## config.mk

```make
export PLATFORM = sky130hd
export DESIGN_NAME = wts_wave_mixer
export DESIGN_NICKNAME = d
export VERILOG_FILES = /design/src/rtl/wts_wave_mixer.sv
export SDC_FILE = /design/constraint.sdc
export NUM_CORES = 1
export LEC_CHECK = 0
export CORE_AREA = 2 2 210 129
export CTS_CLUSTER_SIZE = 30
export DETAILED_ROUTE_END_ITERATION = 16
export DIE_AREA = 0 0 212 131
export PLACE_DENSITY_LB_ADDON = 0.1
export SLEW_MARGIN = 10
export SYNTH_ARGS = -nofsm -noshare
export SYNTH_HDL_FRONTEND = slang
export SYNTH_SLANG_ARGS = --single-unit
```

## constraint.sdc

```tcl
create_clock -name clk -period 17.79 [get_ports clk]
set_input_delay 3.558 -clock clk [delete_from_list [all_inputs] [get_ports clk]]
set_output_delay 3.558 -clock clk [all_outputs]
set_load 0.005 [all_outputs]
```

## src/rtl/wts_wave_mixer.sv

```systemverilog
// Wave-table mixer: once per active tick, scans CH_NUM channels through the shared
// wave SRAM, scales each sample by its envelope and publishes the 16-bit mixed sum.
module wts_wave_mixer #(
  parameter int CH_NUM  = 5,
  parameter int CH_BITS = 3
) (
  input  logic               clk,
  input  logic               nreset,
  input  logic               active,
  output logic [CH_BITS-1:0] ch_sel,
  input  logic [6:0]         ch_sram_a,
  input  logic [8:0]         ch_envelope,
  output logic [CH_BITS+6:0] sram_a,
  output logic               sram_we,
  output logic [7:0]         sram_d,
  input  logic [7:0]         sram_q,
  input  logic               cpu_wr,
  input  logic [CH_BITS+6:0] cpu_a,
  input  logic [7:0]         cpu_d,
  output logic               cpu_busy,
  output logic [15:0]        sound_out,
  output logic               sound_valid
);

  // state | meaning
  // IDLE  | waiting for active; issues a buffered CPU write when one is pending
  // ADDR  | read address {ch, ch_sram_a} on the SRAM, envelope captured
  // DATA  | sram_q valid; product accumulated, advance channel or finish
  // DONE  | sound_out/sound_valid visible for one clk, back to IDLE
  typedef enum logic [1:0] {IDLE, ADDR, DATA, DONE} state_t;

  localparam logic [CH_BITS-1:0] CH_LAST = CH_BITS'(CH_NUM - 1);

  state_t             state;
  logic [CH_BITS+6:0] buf_a;
  logic [CH_BITS+6:0] hold_a;
  logic [8:0]         env_q;
  logic signed [19:0] acc;
  logic signed [17:0] samp_x;
  logic signed [17:0] env_x;
  logic signed [17:0] prod;
  logic signed [19:0] prod_x;
  logic signed [19:0] acc_next;
  logic               write_go;

  assign samp_x   = 18'($signed(sram_q));
  assign env_x    = 18'({1'b0, env_q});
  assign prod     = samp_x * env_x;
  assign prod_x   = {{2{prod[17]}}, prod};
  assign acc_next = (ch_sel == '0) ? prod_x : acc + prod_x;

  // The channel mux is external, so the read address must follow ch_sel in the same cycle.
  assign write_go = nreset && (state == IDLE) && cpu_busy && !active;
  assign sram_we  = write_go;
  assign sram_a   = (state == ADDR) ? {ch_sel, ch_sram_a} : (write_go ? buf_a : hold_a);

  always_ff @(posedge clk) begin
    if (!nreset) begin
      state       <= IDLE;
      ch_sel      <= '0;
      buf_a       <= '0;
      hold_a      <= '0;
      sram_d      <= '0;
      cpu_busy    <= 1'b0;
      env_q       <= '0;
      acc         <= '0;
      sound_out   <= '0;
      sound_valid <= 1'b0;
    end else begin
      sound_valid <= 1'b0;

      if (write_go)
        cpu_busy <= 1'b0;
      else if (cpu_wr && !cpu_busy) begin
        cpu_busy <= 1'b1;
        buf_a    <= cpu_a;
        sram_d   <= cpu_d;
      end

      case (state)
        IDLE: begin
          if (active) begin
            state  <= ADDR;
            ch_sel <= '0;
          end
        end
        ADDR: begin
          hold_a <= {ch_sel, ch_sram_a};
          env_q  <= ch_envelope;
          state  <= DATA;
        end
        DATA: begin
          acc <= acc_next;
          // Result is registered on the way into DONE so it is visible during DONE.
          if (ch_sel == CH_LAST) begin
            state       <= DONE;
            sound_out   <= acc_next[18:3];
            sound_valid <= 1'b1;
          end else begin
            ch_sel <= ch_sel + 1'b1;
            state  <= ADDR;
          end
        end
        DONE: begin
          ch_sel <= '0;
          state  <= IDLE;
        end
        default: state <= IDLE;
      endcase
    end
  end

endmodule
```

Word level (Yosys, flattened, before mapping)
Index checks and enable logic that the tools add are counted.
{ "op_classes": {"addsub": 2, "n_bitwise": 2, "mux": 10, "eq_ne": 6, "n_reduce_logical": 14, "n_mul": 1} }
{ "ops": {"columns": ["operator", "n"], "rows": [
  ["20-bit by 18-bit adder with 20-bit output", 1],
  ["10-bit 2-to-1 mux", 2],
  ["20-bit 2-to-1 mux", 1],
  ["8-bit by 10-bit multiplier with 18-bit output", 1],
  ["3-bit case mux with 3 select lines", 1],
  ["2-bit case mux with 4 select lines", 1],
  ["3-bit 2-to-1 mux", 2],
  ["2-bit AND reduction", 3],
  ["2-bit equality test, second input constant", 2],
  ["1-bit logical AND", 4],
  ["2-bit 2-to-1 mux", 2],
  ["2-bit != test, second input constant", 2],
  ["3-bit by 1-bit adder with 3-bit output, second input constant", 1],
  ["3-bit equality test, second input constant", 1],
  ["3-bit zero test", 1],
  ["3-bit AND reduction", 1],
  ["3-bit nonzero test", 1],
  ["2-bit by 1-bit equality test with 1-bit output, second input constant", 1],
  ["1-bit zero test", 2],
  ["2-bit zero test", 1],
  ["1-bit inverter", 2],
  ["2-bit OR reduction", 1],
  ["1-bit 2-to-1 mux", 1]
]} }
{ "word_totals": {"register_bits": 80, "output_inout_bits": 40, "inputBits": 46} }

Longest topological paths before layout
Gate-level depths: netlist (run 1).
{ "depth": {"ltp_word": 6, "mapped_depth": 25, "depth_no_buf": 25} }

Worst setup path after synthesis (run 1)
No wires, ideal clock.
{ "synth_timing": {"kind": "input -> register", "start": "in sram_q[7]", "end": "reg acc[18]", "setup_ns": 0.133, "required_time_ns": 17.657, "cell_stages": 24, "arrival_time_ns": 9.118, "slack_ns": 8.539, "cell_sequence": "inv_1 nor2_1 fa_1 fa_1 fa_1 inv_1 fa_1 inv_1 ha_1 o21a_1 o21a_1 a2111oi_4 nor2_1 xor2_1 ha_1 clkbuf_1 a21o_1 a21oi_1 a2bb2oi_1 a21bo_1 o41a_1 and2_1 mux2i_1 a31oi_1"} }
{ "synth_via": {"elab_chain_len": 3} }
{ "synth_rtl": {"columns": ["element", "line", "source"], "rows": [
  ["from (decl)", "16", "input logic [7:0] sram_q,"],
  ["8-bit by 10-bit multiplier with 18-bit output *", "48", "assign prod = samp_x * env_x;"],
  ["20-bit by 18-bit adder with 20-bit output", "50", "assign acc_next = (ch_sel == '0) ? prod_x : acc + prod_x;"],
  ["20-bit 2-to-1 mux *", "50", null],
  ["to (signal assigned)", "93", "acc <= acc_next;"],
  ["to (decl)", "38", "logic signed [19:0] acc;"]
]} }
Mark *: on every way between the ends. The rest lies on a longest branch, timed or not.
A chain may end at the register's enable or synchronous reset.

Worst setup path after layout (run 1)
Same ends and word-level chain as after synthesis.

==> results of run 1 <==
## critical path: stages
cell	delay, ps
clkdlybuf4s50_1	610
inv_1	200
nor2_1	180
fa_1	440
fa_1	530
fa_1	540
inv_1	50
fa_1	520
inv_1	40
ha_1	330
o21a_1	210
o21a_1	200
a2111oi_4	360
nor2_1	100
xor2_1	170
ha_1	370
a21o_1	210
a21oi_1	230
a2bb2oi_1	170
a21bo_1	240
o41a_1	380
and2_1	180
mux2i_1	140
a31oi_1	90
## routing by layer
layer	vias up	share of wire, %	GRT usage [%]
met2	86	39	18.4
met1	2467	54	19.3
met5	-	0	0
met3	12	5.7	4.11
li1	2726	-	-
met4	0	0.97	3.60
## cell type report
cell class / count / area share [%]
clock buffer: 10 / 2.89
inverter: 79 / 3.74
tap: 360 / 5.68
clock inverter: 5 / 0.726
timing repair buffer: 91 / 11.3
sequential: 79 / 20.0
multi-input combinational: 587 / 55.7
## cells in the final DEF, fill, tap and decap left out, types with 3 or more instances in the layout
cell             Yosys  final
a211oi_1            14     14
a21o_1              10     10
a21oi_1             76     76
a31oi_1              3      3
and2_1              50     50
and3_1               7      7
buf_4                0      6
clkbuf_16            0      9
clkdlybuf4s50_1      0     85
dfxtp_1             79     79
fa_1                44     44
ha_1                66     66
inv_1               77     77
mux2i_1             16     16
nand2_1            115    115
nand2b_1             7      7
nand3_1             11     11
nor2_1              44     44
nor2b_1              5      3
nor3_1              11     11
o21a_1               4      4
o21ai_0             24     24
o21ai_1             15     15
o21bai_1             4      4
o31ai_1              3      3
or2_2                3      3
xnor2_1             13     13
xor2_1              17     17
## cell families after synthesis
logic type               count (synthesis)  synth area share, %
AO/OA/AOI/OAI                          172                 16.6
XOR/XNOR                                30                 4.10
buffers and inverters                  110                 6.45
AND/OR/NAND/NOR                        259                 19.0
flip-flops                              79                 24.7
adder cells (fa/ha/maj)                110                 26.7
multiplexers                            16                 2.50
## power groups by stage
stage / clock, uW / sequential [uW] / combinational, uW
2_1_floorplan: 0 / 193 / 149
3_3_place_gp: 0 / 196 / 212
3_5_place_dp: 0 / 196 / 210
4_1_cts: 200 / 192 / 211
5_1_grt: 206 / 193 / 236
6_report: 190 / 192 / 206
## worst paths after layout
path,startpoint,cells past startpoint,slack [ps],to
worst max-delay path,sram_q[7],24,7960,acc[18]$_SDFFE_PN0P_
worst min-delay path,buf_a[7]$_SDFFE_PN0P_,2,450,buf_a[7]$_SDFFE_PN0P_
worst max register to register,env_q[2]$_SDFFE_PN0P_,22,11380,acc[18]$_SDFFE_PN0P_
worst min register to register,buf_a[7]$_SDFFE_PN0P_,2,450,buf_a[7]$_SDFFE_PN0P_
## per-stage QoR
step | std cells | total power [uW] | setup WS [ps] | util [%]
finish | 1211 | 588 | 7960 | 30.5
CTS | 1211 | 603 | 7910 | 30.5
global route | 1211 | 636 | 7530 | 30.5
detailed placement | 1196 | 405 | 7540 | 29.4
floorplan | 776 | 342 | 8540 | -
global placement | 1196 | 408 | 7640 | 29.4
## sequential cells by signal (all words and copies together) (netlist names)
name,flops
state,2
sound_valid,1
env_q,9
acc,19
cpu_busy,1
ch_sel,3
sram_d,8
sound_out,16
hold_a,10
buf_a,10
## synth_stat cells (all sizes together) (2+ instances only)
| library cell | instances |
|---|---|
| nand2 | 115 |
| dfxtp | 79 |
| inv | 79 |
| a21oi | 76 |
| ha | 66 |
| and2 | 50 |
| fa | 44 |
| nor2 | 44 |
| o21ai | 40 |
| clkbuf | 26 |
| xor2 | 17 |
| mux2i | 16 |
| a211oi | 15 |
| xnor2 | 13 |
| nor3 | 12 |
| nand3 | 11 |
| a21o | 10 |
| and3 | 7 |
| nand2b | 7 |
| buf | 5 |
| nor2b | 5 |
| o21a | 4 |
| o21bai | 4 |
| o31ai | 4 |
| a31oi | 3 |
| or2 | 3 |
| a2111oi | 2 |
| a311oi | 2 |
| nor3b | 2 |
| o211ai | 2 |
| o221ai | 2 |
==> reports/summary.md, run 1 <==
H-tree depth: 3. Of the total power, the clock network draws 32.3%. The switching part of the total was 35.5%. The tools report the residual antenna-violating net count after detailed routing as 0. The die outline area came out at 27,800 um^2. The worst pin sits at a relative slew slack of 36.4%. The placeable core region is 26,000 um^2, and the area share of the largest cell type after synthesis is 24.7%.

At the worst endpoint, the required time is 18,010 ps. Setup repair after global routing left no endpoint under its margin. The tool flagged a number of max-cap violations equal to 0. Counting distinct cell types in the post-synthesis netlist gives 49.

The I/O pin count came out at 86. Clock latency on the worst-skew pair, taken at its later pin, is 360 ps. After layout, the minimum clock period comes to 9830 ps. First-pass GRT wire length: 28,000 um. The global placer's final weighted congestion was 0.780.

The Yosys step of the flow raised 0 warnings. Across all hold checks on the routed design, the worst slack comes to 455 ps. The post-synthesis instance area is 6400 um^2. For this block, the routed nets add up to 17,200 um of wire. Registers are responsible for 32.6% of the overall power. The synthesized design contains 0 enable-type register cells.

The run gives 10,060 ps as the worst path arrival time. In this run, CTS created clock tree buffers numbering 9. TritonCTS built the clock tree. Yosys attributes the largest share of cell area to dfxtp_1, fa_1, ha_1. The run gives 0 as the buffer count from post-CTS setup fixing.

The logs give 0 for the number of failing hold endpoints at the final stage and 253 for the initial DRC count. Largest net degree at the start of global routing: 36. The initial cell density of the core was 24.7%.

The per-cell routed wire length was 14.2 um; the proportion of synthesized flip-flops having asynchronous set or reset was 0%. The tools report the count of final max-slew check failures as 0. The initial antenna violation count is 0, and the die extent in y is 131 um. For this design the static power due to leakage is 0.00351 uW. The sequential cell area was 1580 um^2. The setup-violating endpoint count in the final report was 0.

After routing the design area is 7930 um^2. The clock-pin slew on the worst setup and hold paths was 60 ps; the final-stage net count was 1,003. The setup clock skew after layout is 6.61 ps.

The clock root buffer is clkbuf_16. The placement-stage cell area is 7640 um^2, and the post-synthesis sequential element count is 79. The logs give 4410 um^2 for the multi-input gate area in the final layout and 46 for the number of rows created at floorplan. Kind of path behind the tightest hold check: flip-flop to flip-flop.

Sequential elements use 24.7% of the synthesized area. The buffer levels on the longest clock path is 2. Among all flip-flop cells after synthesis, the most frequent one is dfxtp_1.

In the routed layout, each cell is associated on average with a via count of 4.37. Global routing consumed, over all layers together, 13.2% of the routing resources. The tools report the kind of end point of the critical path as a flip-flop.

The number of buffers added on ports was 85. In this run the power spent charging and discharging nets is 209 uW. Cell internal power was estimated by the tool at 379 uW.

For this run, design rule violations remaining after detail routing come to 0. The die width works out to 212 um. In this run the worst path has a maximum fanout of 7. Count of mapped cells out of synthesis: 776.

The via count of the first global-routing pass is 5,098, and the largest vdd supply drop is 0.0415 mV. The share of the cycle needed by the critical path after routing is 55.3%, and the growth of design area from synthesis to finish is 23.8%. The largest area contributor in the synthesized netlist is dfxtp_1. The overall via count from detail_route was 5,291; the actual slew at the worst max-slew pin was 954 ps. The maximum frequency from static timing analysis came out at 0.102 GHz. The tools report the number of cells upsized or downsized after cts as 0. Once detailed placement completed, the half-perimeter wirelength came to 13,100 um.

The repair_antennas step left the layout with diodes totalling 0. Number of inserted filler cells in the final layout: 2,815. The count of hold-fix buffers inserted at cts was 0; the clock sink count was 79. The worst setup path is launched from an input pin. The critical path in this run is classified as input pin to flip-flop. Of the cells placed in the final design, the portion with a size suffix greater than 1 is 4.11%. The relative contribution of combinational cells to total power was 35.1%.

The run finished with clean final reports. The logs give 0 for the global route total overflow and 4 for the length of the first detailed-routing pass in iterations. For this design the ratio of total power to cell area is 74.2 nW/um^2. In the final timing run, aggregate negative setup slack is 0 ps. The number of nets in the synthesized netlist is 932.

The synthesized area divided by synthesized cell count works out to 8.25 um^2.
Note: power is estimated with default switching activity, not from simulation.
==> run 2: changes to the inputs <==
Clock period 17.79 ns to 9.48 ns, I/O delays scaled along.
==> run 2 against run 1 <==
Compared with the run above:
- die area unchanged
- first-iteration DRC count decreased by 25%
- combinational power is 88% higher
- worst setup slack got worse by 6600 ps
- clock power rose by 110%
- global-route usage about the same
- critical path type unchanged
- critical endpoint unchanged
- cell count about the same
- sequential share of layout area shrank 0.13 points
- via count shrank 0.25%
==> reports/summary.md, run 2 (synthesis results as in run 1) <==
The flow ran to the end, and the final reports show no timing, DRC or antenna violations. Registers take 1580 um^2. Of the available clock period, the critical path in the final layout requires 85.6%. The non-filler instance count after layout is 1,212, and the buffer levels on the longest clock path is 2. The largest vdd supply drop was 0.0979 mV. Setup violations remaining at the end of the flow were counted as 0. Summed over all layers, the global routing overflow is 0. In this run the remaining antenna-violating nets after routing total 0. The flip-flop count of the largest register, all copies and words added was 19; the number of failing hold endpoints at the final stage was 0. Total placed cells including tap cells: 1,196. The kind of path behind the tightest hold check was flip-flop to flip-flop. The initial cell density of the core came out at 24.7%. The number of inserted filler cells in the final layout is 2,815.

The tools report the endpoint of the lowest-slack register-to-register path as acc[18]$_SDFFE_PN0P_. Hold is met by 454 ps. Across all layers, the routed design uses 5,278 vias. The via count of the first global-routing pass was 5,132.

The worst hold path was traced through 2 stages. The initial antenna violation count is 0. The worst hold path begins at buf_a[9]$_SDFFE_PN0P_.

After clock tree synthesis, the clock-pin slew on the worst setup and hold paths is 70 ps. The total area inside the core boundary comes to 26,000 um^2. The worst register-to-register path has a setup slack of 3090 ps.

In this design, the critical path's most frequently occurring cell is fa_1. The run gives 1360 ps as the smallest setup slack after layout. In this run the critical register-to-register path is launched from env_q[3]$_SDFFE_PN0P_. The worst register-to-register path has a depth of 22. Wires add up to 17,300 um. Leaving out fill and tap cells, the most frequent cell in the layout is nand2_1. TritonCTS built the clock tree. The clock sink count was 79; the per-cell routed wire length was 14.2 um. The largest registers in the layout are acc (19), sound_out (16).

In this run, CTS created clock tree buffers numbering 9. The worst path arrival time was 8340 ps. Routability-driven placement finished with a final weighted congestion of 0.778. After routing, the total negative slack on setup checks comes to 0 ps. For this run, the post-layout net count is 1,003.

Setup repair after global routing left no endpoint under its margin. The die covers 27,800 um^2. Along the worst path, the maximum fanout reaches 7. The die width is 212 um. The worst path required time was 9700 ps. The cell sitting at the root of the clock tree is a clkbuf_16. The cell area power density works out to 145 nW/um^2. The most critical setup path has its startpoint at sram_q[7].

The initial DRC count is 189. The type of the worst setup path was input pin to flip-flop. In the layout the commonest cells are nand2_1, clkdlybuf4s50_1, dfxtp_1, inv_1, a21oi_1. The share of post-route cells with drive strength above 1 was 4.34%.

Kind of end point of the critical path: a flip-flop. Once the clock tree was built, the setup fixing pass inserted 0 buffers. For the number of cells upsized or downsized after cts, the log shows 0. The per-cell via count in the routed design is 4.35. The worst pin sits at a relative slew slack of 35.5%. On the worst path, the slowest cell contributes a delay of 600 ps. The maximum frequency from static timing analysis was 0.123 GHz. Minimum setup slack after placement: 940 ps. The path with the worst hold slack has its endpoint at buf_a[9]$_SDFFE_PN0P_. STA classifies the critical path startpoint as an input pin. The tools report the setup clock skew after layout as 8.47 ps. Hold repair after CTS inserted 0 buffers. During placement, the flow inserted port buffers numbering 85.

The floorplan has 46 rows. Global routing used 13.2% of the available tracks. The number of diodes was 0.

The analysis attributes to cell leakage a power of 0.00353 uW. In this run the count of I/O pins placed on the die edge is 86. At the pin with the least slew margin, the transition time is 967 ps. The later pin in the worst-skew pair is clocked with a latency of 360 ps. After detailed routing, the number of remaining DRC violations is 0. Entering global routing, the biggest net connects 36 pins.

Summing all placed instances gives a cell area of 7640 um^2. The first TritonRoute pass finished after 4 iterations. Summed over all nets, the half-perimeter wirelength after detailed placement is 13,200 um.

Relative to the synthesized area, the layout overhead comes to 24.6%. The tool flagged a number of max-cap violations equal to 0. On the critical path, the stage with the largest delay is an instance of clkdlybuf4s50_1. The first global-routing pass estimated 28,000 um of wire. The register with the most flip-flops in the final layout is acc.

The worst path needs 8120 ps of the cycle, external delays included. The tools report the H-tree depth as 3. After routing the design area is 7980 um^2. Traced cell by cell, the critical path runs through clkdlybuf4s50_1 -> inv_1 -> nor2_1 -> fa_1 -> fa_1 -> fa_1 -> inv_1 -> fa_1 -> inv_1 -> ha_1 -> o21a_1 -> o21a_1 -> a2111oi_4 -> nor2_1 -> xor2_1 -> ha_1 -> a21o_1 -> a21oi_1 -> a2bb2oi_1 -> a21bo_1 -> o41a_1 -> and2_1 -> mux2i_1 -> a31oi_1. The multi-input gate area in the final layout was 4410 um^2; the die extent in y was 131 um. The tools report the count of final max-slew check failures as 0.
==> run 2: how the worst max path moves through the flow <==
stage                                      end
after floorplan           acc[18]$_SDFFE_PN0P_
after global placement    acc[18]$_SDFFE_PN0P_
after detailed placement  acc[18]$_SDFFE_PN0P_
after CTS                 acc[18]$_SDFFE_PN0P_
after global routing      acc[18]$_SDFFE_PN0P_
final                     acc[18]$_SDFFE_PN0P_
==> run 2: final cells by class <==
type | instances | area share, %
tap | 360 | 5.65
clock buffer | 11 | 3.17
clock inverter | 5 | 1.10
timing repair buffer | 91 | 11.2
sequential | 79 | 19.8
inverter | 79 | 3.72
multi-input combinational | 587 | 55.3
==> run 2: layer usage <==
metal / share of wire, % / vias to the layer above / track usage [%]
met5: 0 / - / 0
met4: 0.64 / 0 / 3.11
met3: 4.2 / 7 / 4.09
met2: 40 / 72 / 18.7
met1: 55 / 2474 / 19.3
li1: - / 2725 / -
==> run 2: per-stage QoR <==
step | utilization [%] | power (uW)
after global routing | 30.7 | 1240
after detailed placement | 29.4 | 761
final | 30.7 | 1160
after floorplan | - | 642
after CTS | 30.7 | 1180
after global placement | 29.4 | 765
==> run 2: critical path, delay by kind of cell <==
kind | cells | cell delay, ps
fa+ha+maj | 6 | 2720
compound gates | 9 | 2070
buf+inv | 4 | 880
simple gates | 3 | 470
xor+xnor | 1 | 170
mux | 1 | 140
==> run 2: where the power goes <==
| part | switching [uW] | total (uW) | internal, uW |
|---|---|---|---|
| sequential | 14.1 | 360 | 346 |
| combinational | 227 | 388 | 162 |
| clock | 159 | 408 | 248 |
